## config.mk

```make
export PLATFORM = sky130hd
export DESIGN_NAME = fsm_control_multi_flat
export DESIGN_NICKNAME = d
export VERILOG_FILES = /design/src/rtl/fsm_control_multi_pkg.sv /design/src/rtl/fsm_control_multi_if.sv /design/src/rtl/fsm_control_multi_err_capture.sv /design/src/rtl/fsm_control_multi.sv /design/src/flat_wrapper.sv
export SDC_FILE = /design/constraint.sdc
export NUM_CORES = 1
export LEC_CHECK = 0
export CAP_MARGIN = 20
export CORE_MARGIN = 2
export CORE_UTILIZATION = 37
export DETAILED_ROUTE_END_ITERATION = 7
export HOLD_SLACK_MARGIN = 0.1
export PLACE_DENSITY = 0.76
export SYNTH_ARGS = -nofsm -noshare
export SYNTH_HDL_FRONTEND = slang
export SYNTH_SLANG_ARGS = --single-unit
```

## constraint.sdc

```tcl
create_clock -name clk -period 1.5 [get_ports clk]
set_clock_uncertainty 0.15 [all_clocks]
set_input_delay 0.375 -clock clk [delete_from_list [all_inputs] [get_ports clk]]
set_output_delay 0.375 -clock clk [all_outputs]
set_load 0.02 [all_outputs]
```

## src/rtl/fsm_control_multi_pkg.sv

```systemverilog
// ----------------------------------------------------------------------------
// fsm_ctrl_pkg
// Shared definitions for the multi-FIFO flow-control supervisor:
//   STATE_W            width of the encoded state (debug output)
//   ST_RESET..ST_ERROR fixed state encoding visible on the state output
//   state_t            enum built on that encoding, used by the FSM
// ----------------------------------------------------------------------------
package fsm_ctrl_pkg;

  localparam int STATE_W = 3;

  localparam logic [STATE_W-1:0] ST_RESET  = 3'd0;
  localparam logic [STATE_W-1:0] ST_INIT   = 3'd1;
  localparam logic [STATE_W-1:0] ST_IDLE   = 3'd2;
  localparam logic [STATE_W-1:0] ST_ACTIVE = 3'd3;
  localparam logic [STATE_W-1:0] ST_ERROR  = 3'd4;

  typedef enum logic [STATE_W-1:0] {
    S_RESET  = ST_RESET,
    S_INIT   = ST_INIT,
    S_IDLE   = ST_IDLE,
    S_ACTIVE = ST_ACTIVE,
    S_ERROR  = ST_ERROR
  } state_t;

endpackage

```

## src/rtl/fsm_control_multi_if.sv

```systemverilog
// ----------------------------------------------------------------------------
// fsm_control_multi_if
// Bundles the configuration, FIFO status and supervisor status signals.
//   master : configuration source / FIFO bank side (drives init, thresholds,
//            FIFO_error, FIFO_empty; observes status)
//   slave  : the supervisor (fsm_control_multi)
// Handshake: there is no valid/ready pair; every input is a level sampled on
// each rising clock edge, and every output is a registered level that changes
// only on that edge (or immediately on reset).
// ----------------------------------------------------------------------------
interface fsm_control_multi_if #(
  parameter int NUM_FIFOS = 4,
  parameter int TH_WIDTH  = 4
);
  import fsm_ctrl_pkg::*;

  logic                 init;
  logic [TH_WIDTH-1:0]  umbral_afull;
  logic [TH_WIDTH-1:0]  umbral_aempty;
  logic [NUM_FIFOS-1:0] FIFO_error;
  logic [NUM_FIFOS-1:0] FIFO_empty;

  logic [TH_WIDTH-1:0]  umbrales_afull;
  logic [TH_WIDTH-1:0]  umbrales_aempty;
  logic                 idle;
  logic                 active;
  logic                 error;
  logic                 cfg_err;
  logic [NUM_FIFOS-1:0] error_src;
  logic [STATE_W-1:0]   state;

  modport master (
    output init, umbral_afull, umbral_aempty, FIFO_error, FIFO_empty,
    input  umbrales_afull, umbrales_aempty, idle, active, error, cfg_err,
           error_src, state
  );

  modport slave (
    input  init, umbral_afull, umbral_aempty, FIFO_error, FIFO_empty,
    output umbrales_afull, umbrales_aempty, idle, active, error, cfg_err,
           error_src, state
  );

endinterface

```

## src/rtl/fsm_control_multi_err_capture.sv

```systemverilog
// ----------------------------------------------------------------------------
// fsm_ctrl_err_capture
// Sticky record of which FIFOs reported an error.
//   clk, reset     clock, asynchronous active-high reset
//   i_capture      load o_error_src with i_fifo_error (entry into ERROR)
//   i_accum        OR i_fifo_error into o_error_src (while in ERROR)
//   i_clear        clear o_error_src (leaving ERROR via init); highest priority
//   i_fifo_error   per-FIFO error levels
//   o_error_src    registered sticky error record
// ----------------------------------------------------------------------------
module fsm_ctrl_err_capture #(
  parameter int NUM_FIFOS = 4
) (
  input  logic                 clk,
  input  logic                 reset,
  input  logic                 i_capture,
  input  logic                 i_accum,
  input  logic                 i_clear,
  input  logic [NUM_FIFOS-1:0] i_fifo_error,
  output logic [NUM_FIFOS-1:0] o_error_src
);

  logic [NUM_FIFOS-1:0] r_error_src;

  always_ff @(posedge clk or posedge reset) begin
    if (reset) begin
      r_error_src <= '0;
    end else if (i_clear) begin
      r_error_src <= '0;
    end else if (i_capture) begin
      r_error_src <= i_fifo_error;
    end else if (i_accum) begin
      r_error_src <= r_error_src | i_fifo_error;
    end
  end

  assign o_error_src = r_error_src;

endmodule

```

## src/rtl/fsm_control_multi.sv

```systemverilog
// ----------------------------------------------------------------------------
// fsm_control_multi
// Flow-control supervisor for NUM_FIFOS virtual-channel FIFOs. Latches the
// almost-full / almost-empty thresholds while init is high, validates them,
// then tracks IDLE (all FIFOs empty) / ACTIVE and traps FIFO errors in ERROR.
//   clk    system clock
//   reset  asynchronous, active-high
//   bus    fsm_control_multi_if.slave: init, umbral_afull/aempty, FIFO_error,
//          FIFO_empty in; umbrales_afull/aempty, idle, active, error, cfg_err,
//          error_src, state out (all registered)
// ERR_EXIT_INIT = 1 lets init leave ERROR; 0 means only reset leaves ERROR.
// ----------------------------------------------------------------------------
module fsm_control_multi
  import fsm_ctrl_pkg::*;
#(
  parameter int NUM_FIFOS     = 4,
  parameter int TH_WIDTH      = 4,
  parameter bit ERR_EXIT_INIT = 1'b0
) (
  input  logic                   clk,
  input  logic                   reset,
  fsm_control_multi_if.slave     bus
);

  state_t               r_state;
  state_t               w_next;
  logic [TH_WIDTH-1:0]  r_afull;
  logic [TH_WIDTH-1:0]  r_aempty;
  logic [TH_WIDTH-1:0]  w_afull_nxt;
  logic [TH_WIDTH-1:0]  w_aempty_nxt;
  logic                 r_idle;
  logic                 r_active;
  logic                 r_error;
  logic                 r_cfg_err;
  logic                 w_cfg_nxt;
  logic                 w_capture;
  logic                 w_accum;
  logic                 w_clear;
  logic                 w_any_err;
  logic                 w_all_empty;
  logic [NUM_FIFOS-1:0] w_error_src;

  assign w_any_err   = |bus.FIFO_error;
  assign w_all_empty = &bus.FIFO_empty;

  // Next state, next thresholds and error-capture strobes.
  // Priority outside INIT: FIFO error > init > empty status.
  always_comb begin
    w_next       = r_state;
    w_afull_nxt  = r_afull;
    w_aempty_nxt = r_aempty;
    w_cfg_nxt    = r_cfg_err;
    w_capture    = 1'b0;
    w_accum      = 1'b0;
    w_clear      = 1'b0;
    case (r_state)
      S_RESET: w_next = S_INIT;
      S_INIT: begin
        // FIFO_error is deliberately not looked at while configuring.
        if (bus.init) begin
          w_afull_nxt  = bus.umbral_afull;
          w_aempty_nxt = bus.umbral_aempty;
        end else if (r_aempty >= r_afull) begin
          w_next    = S_ERROR;
          w_cfg_nxt = 1'b1;
        end else begin
          w_next = S_IDLE;
        end
      end
      S_IDLE, S_ACTIVE: begin
        if (w_any_err) begin
          w_next    = S_ERROR;
          w_capture = 1'b1;
        end else if (bus.init) begin
          w_next = S_INIT;
        end else if (!w_all_empty) begin
          w_next = S_ACTIVE;
        end else begin
          w_next = S_IDLE;
        end
      end
      S_ERROR: begin
        w_accum = 1'b1;
        // A live FIFO error outranks init, so the exit waits for it to drop.
        if (!w_any_err && ERR_EXIT_INIT && bus.init) begin
          w_next    = S_INIT;
          w_clear   = 1'b1;
          w_cfg_nxt = 1'b0;
        end
      end
      default: w_next = S_RESET;
    endcase
  end

  // Status flags are registered from the next state so they change on the
  // same edge as the state register.
  always_ff @(posedge clk or posedge reset) begin
    if (reset) begin
      r_state   <= S_RESET;
      r_afull   <= '0;
      r_aempty  <= '0;
      r_idle    <= 1'b0;
      r_active  <= 1'b0;
      r_error   <= 1'b0;
      r_cfg_err <= 1'b0;
    end else begin
      r_state   <= w_next;
      r_afull   <= w_afull_nxt;
      r_aempty  <= w_aempty_nxt;
      r_idle    <= (w_next == S_IDLE);
      r_active  <= (w_next == S_ACTIVE);
      r_error   <= (w_next == S_ERROR);
      r_cfg_err <= w_cfg_nxt;
    end
  end

  fsm_ctrl_err_capture #(
    .NUM_FIFOS (NUM_FIFOS)
  ) u_err_capture (
    .clk          (clk),
    .reset        (reset),
    .i_capture    (w_capture),
    .i_accum      (w_accum),
    .i_clear      (w_clear),
    .i_fifo_error (bus.FIFO_error),
    .o_error_src  (w_error_src)
  );

  assign bus.umbrales_afull  = r_afull;
  assign bus.umbrales_aempty = r_aempty;
  assign bus.idle            = r_idle;
  assign bus.active          = r_active;
  assign bus.error           = r_error;
  assign bus.cfg_err         = r_cfg_err;
  assign bus.error_src       = w_error_src;
  assign bus.state           = r_state;

endmodule

```

## src/flat_wrapper.sv

```systemverilog
// flat-port wrapper written by rule: the top's interface ports become plain ports
module fsm_control_multi_flat import fsm_ctrl_pkg::*;
#(
  parameter int NUM_FIFOS     = 4,
  parameter int TH_WIDTH      = 4,
  parameter bit ERR_EXIT_INIT = 1'b0
)
  (clk, reset, bus_init, bus_umbral_afull, bus_umbral_aempty, bus_FIFO_error, bus_FIFO_empty, bus_umbrales_afull, bus_umbrales_aempty, bus_idle, bus_active, bus_error, bus_cfg_err, bus_error_src, bus_state);
  fsm_control_multi_if #(.NUM_FIFOS(NUM_FIFOS), .TH_WIDTH(TH_WIDTH)) bus_i ();
  input  logic clk;
  input  logic reset;
  input wire logic [$bits(bus_i.init)-1:0] bus_init;
  input wire logic [$bits(bus_i.umbral_afull)-1:0] bus_umbral_afull;
  input wire logic [$bits(bus_i.umbral_aempty)-1:0] bus_umbral_aempty;
  input wire logic [$bits(bus_i.FIFO_error)-1:0] bus_FIFO_error;
  input wire logic [$bits(bus_i.FIFO_empty)-1:0] bus_FIFO_empty;
  output wire logic [$bits(bus_i.umbrales_afull)-1:0] bus_umbrales_afull;
  output wire logic [$bits(bus_i.umbrales_aempty)-1:0] bus_umbrales_aempty;
  output wire logic [$bits(bus_i.idle)-1:0] bus_idle;
  output wire logic [$bits(bus_i.active)-1:0] bus_active;
  output wire logic [$bits(bus_i.error)-1:0] bus_error;
  output wire logic [$bits(bus_i.cfg_err)-1:0] bus_cfg_err;
  output wire logic [$bits(bus_i.error_src)-1:0] bus_error_src;
  output wire logic [$bits(bus_i.state)-1:0] bus_state;
  assign bus_i.init = bus_init;
  assign bus_i.umbral_afull = bus_umbral_afull;
  assign bus_i.umbral_aempty = bus_umbral_aempty;
  assign bus_i.FIFO_error = bus_FIFO_error;
  assign bus_i.FIFO_empty = bus_FIFO_empty;
  assign bus_umbrales_afull = bus_i.umbrales_afull;
  assign bus_umbrales_aempty = bus_i.umbrales_aempty;
  assign bus_idle = bus_i.idle;
  assign bus_active = bus_i.active;
  assign bus_error = bus_i.error;
  assign bus_cfg_err = bus_i.cfg_err;
  assign bus_error_src = bus_i.error_src;
  assign bus_state = bus_i.state;
  fsm_control_multi #(.NUM_FIFOS(NUM_FIFOS), .TH_WIDTH(TH_WIDTH), .ERR_EXIT_INIT(ERR_EXIT_INIT)) u_core (.clk(clk), .reset(reset), .bus(bus_i));
endmodule
```

==> impl_metrics.json <==
{
  "initial_utilization_pct": 39.2,
  "route.met2.wl_um": 1170,
  "gp_congestion": 0.777,
  "grt_pass1_wl_um": 3200,
  "tightest_slew_ps": 277,
  "dp_slack_ps": -357,
  "drt.antenna.violating_nets": 0,
  "rows": 17,
  "whs_ps": 240,
  "netlist_instances": 72,
  "drc": 0,
  "violations": "setup timing",
  "ys.flop_type": "dfrtp_1",
  "setup_slack_ps": -95.6,
  "fin_nets": 146,
  "grt_max_degree": 20,
  "register_area_um2": 487,
  "core-area_mm2": 0.00223,
  "vias": 769,
  "ir_drop_uv": 1220,
  "highest_layer": "met4",
  "track_usage_pct": 15.9,
  "hp-class": "input port to asynchronous set/reset pin",
  "synth.net_count": 95,
  "cap_viol_max_count": 0,
  "grt_pass1_vias": 725,
  "cts-hold-fix-buffers": 0,
  "post_drt_wl_per_cell_um": 14.8,
  "met1_length_um": 881,
  "synth_cell_type_count": 28,
  "status": "complete, but fails checks",
  "slew_viol_final": 0,
  "first_iter_violations": 18,
  "grt_overflow": 0,
  "crit_fanout": 3,
  "dieArea_mm2": 0.00277,
  "multi_input_area_um2": 507,
  "fmax_mhz": 627,
  "clockBufferDepth": 2,
  "drt-total-wl_um": 2220,
  "hold_viol": 0,
  "die_width_um": 52.6,
  "htree_levels": 1,
  "slew_headroom_pct": 81.4,
  "fill_cells": 175,
  "p_leak_nw": 0.658,
  "cts.sinks": 19,
  "synth_area_um2": 875,
  "layout-drive-gt1-share_pct": 57.4,
  "arrival_ps": 1670,
  "ys_seq_elements": 19,
  "p_per_area_mw_per_mm2": 2220,
  "portBuffers": 37,
  "area_growth_pct": 67.0,
  "cts_buffers": 3,
  "syn_area_per_cell_um2": 12.1,
  "root_buffer": "clkbuf_4",
  "antenna_found_initial": 0,
  "clk_pin_slew_ps": 100,
  "r2r_slack_ps": -100,
  "ys_seq_area_share_pct": 54.4,
  "yosysWarnings": 0,
  "dr_wl_met3_um": 149,
  "cp-end-kind": "register",
  "critPathKind": "register to register",
  "setup_violations": 6,
  "post-route-period-util_pct": 106,
  "layout.cells.non_filler": 150,
  "first_pass_iters": 4,
  "die_y_um": 52.6,
  "diodes": 0,
  "async_reset_ff_share_pct": 100,
  "synth_edf_count": 0,
  "dpl.hpwl_um": 1510,
  "cp.required_ps": 1570,
  "placed_cells": 142,
  "insertion_delay_ps": 290,
  "startpoint_type": "register",
  "rsz0062_at_grt": "yes",
  "viasPerCell": 5.13,
  "final.min_clock_period_ps": 1600,
  "cts_tree": "built",
  "pin_count": 38
}
==> layer usage <==
layer | vias to the layer above | GRT usage [%]
li1 | 355 | -
met1 | 374 | 20.6
met2 | 34 | 26.3
met3 | 6 | 3.43
met4 | 0 | 5.13
met5 | - | 0
==> worst paths after layout <==
kind | startpoint | end | cells past startpoint
max in group asynchronous | reset | u_core.bus.umbrales_aempty[3]$_DFFE_PP0P_ | 3
min in group clk | bus_FIFO_error[0] | u_core.u_err_capture.o_error_src[0]$_DFFE_PP0P_ | 2
max | u_core.bus.umbrales_afull[1]$_DFFE_PP0P_ | u_core.bus.active$_DFF_PP0_ | 6
max reg2reg | u_core.bus.umbrales_afull[1]$_DFFE_PP0P_ | u_core.bus.active$_DFF_PP0_ | 6
min reg2reg | u_core.bus.cfg_err$_DFFE_PP0P_ | u_core.bus.cfg_err$_DFFE_PP0P_ | 1
min | reset | u_core.bus.cfg_err$_DFFE_PP0P_ | 3
==> final cells by class <==
class / count / share of cell area [%]
timing repair buffer: 47 / 26.5
tap: 28 / 2.40
multi-input combinational: 47 / 34.7
clock buffer: 4 / 1.80
inverter: 5 / 1.29
sequential: 19 / 33.3
==> cells in the final DEF, fill, tap and decap left out, types with 4 or more instances in the layout <==
cell / synthesis / routed
clkdlybuf4s15_2: 0 / 4
clkdlybuf4s50_1: 0 / 16
dfrtp_2: 0 / 9
dfrtp_1: 19 / 10
ha_4: 0 / 4
o21ai_0: 6 / 5
buf_4: 0 / 10
nand2_1: 6 / 5
buf_2: 0 / 11
==> critical path, cell delays in order, from the launching register on <==
cell      delay (ps)
dfrtp_2          430
inv_2             80
ha_4             190
o211ai_1         180
o21ai_2          100
o21a_1           240
nor3b_2          160
==> cell usage after synthesis, types with 2 or more instances <==
master | instances | share of area [%]
nand3_1 | 3 | 1.7
mux2_2 | 2 | 2.6
dfrtp_1 | 19 | 54
mux2_4 | 2 | 3.4
ha_1 | 4 | 5.7
a22o_1 | 3 | 3.0
nand2b_1 | 3 | 2.1
o21ai_0 | 6 | 3.4
nor2_1 | 2 | 0.86
inv_1 | 5 | 2.1
nand2_1 | 6 | 2.6
==> registers in the layout, indices dropped and copies added, names as in the netlist <==
| name | cells |
|---|---|
| u_core.bus.active | 1 |
| u_core.bus.cfg_err | 1 |
| u_core.bus.error | 1 |
| u_core.bus.idle | 1 |
| u_core.bus.state | 3 |
| u_core.bus.umbrales_aempty | 4 |
| u_core.bus.umbrales_afull | 4 |
| u_core.u_err_capture.o_error_src | 4 |
==> logic make-up after synthesis <==
family | count (synthesis) | synth area share, %
mux | 4 | 6.01
fa+ha+maj | 4 | 5.72
simple gates | 25 | 18.7
compound gates | 14 | 11.7
buf+inv | 6 | 3.43
flops | 19 | 54.4
==> report_power, final <==
part,internal [mW],switching (mW)
Combinational,1.00,1.00
Sequential,0.774,0.205
Clock,0.103,0.152
Total,1.88,1.36
==> metrics by stage <==
stage	TNS, ps	util [%]	power [mW]	cell area [um2]
3_3_place_gp	-3770	60.1	2.63	1340
6_report	-204	65.4	3.24	1460
4_1_cts	-340	62.6	2.98	1400
3_5_place_dp	-4390	60.1	2.68	1340
5_1_grt	-636	65.4	3.45	1460
2_1_floorplan	-138	-	1.95	903
==> timing repair <==
action,4_1_cts,5_1_grt
endpoints found under the hold margin,0,0
setup buffers,2,2
endpoints found under the setup margin,22,23
pin swaps,7,12
resized for setup,64,30
Power figures use the tool's default switching activity.
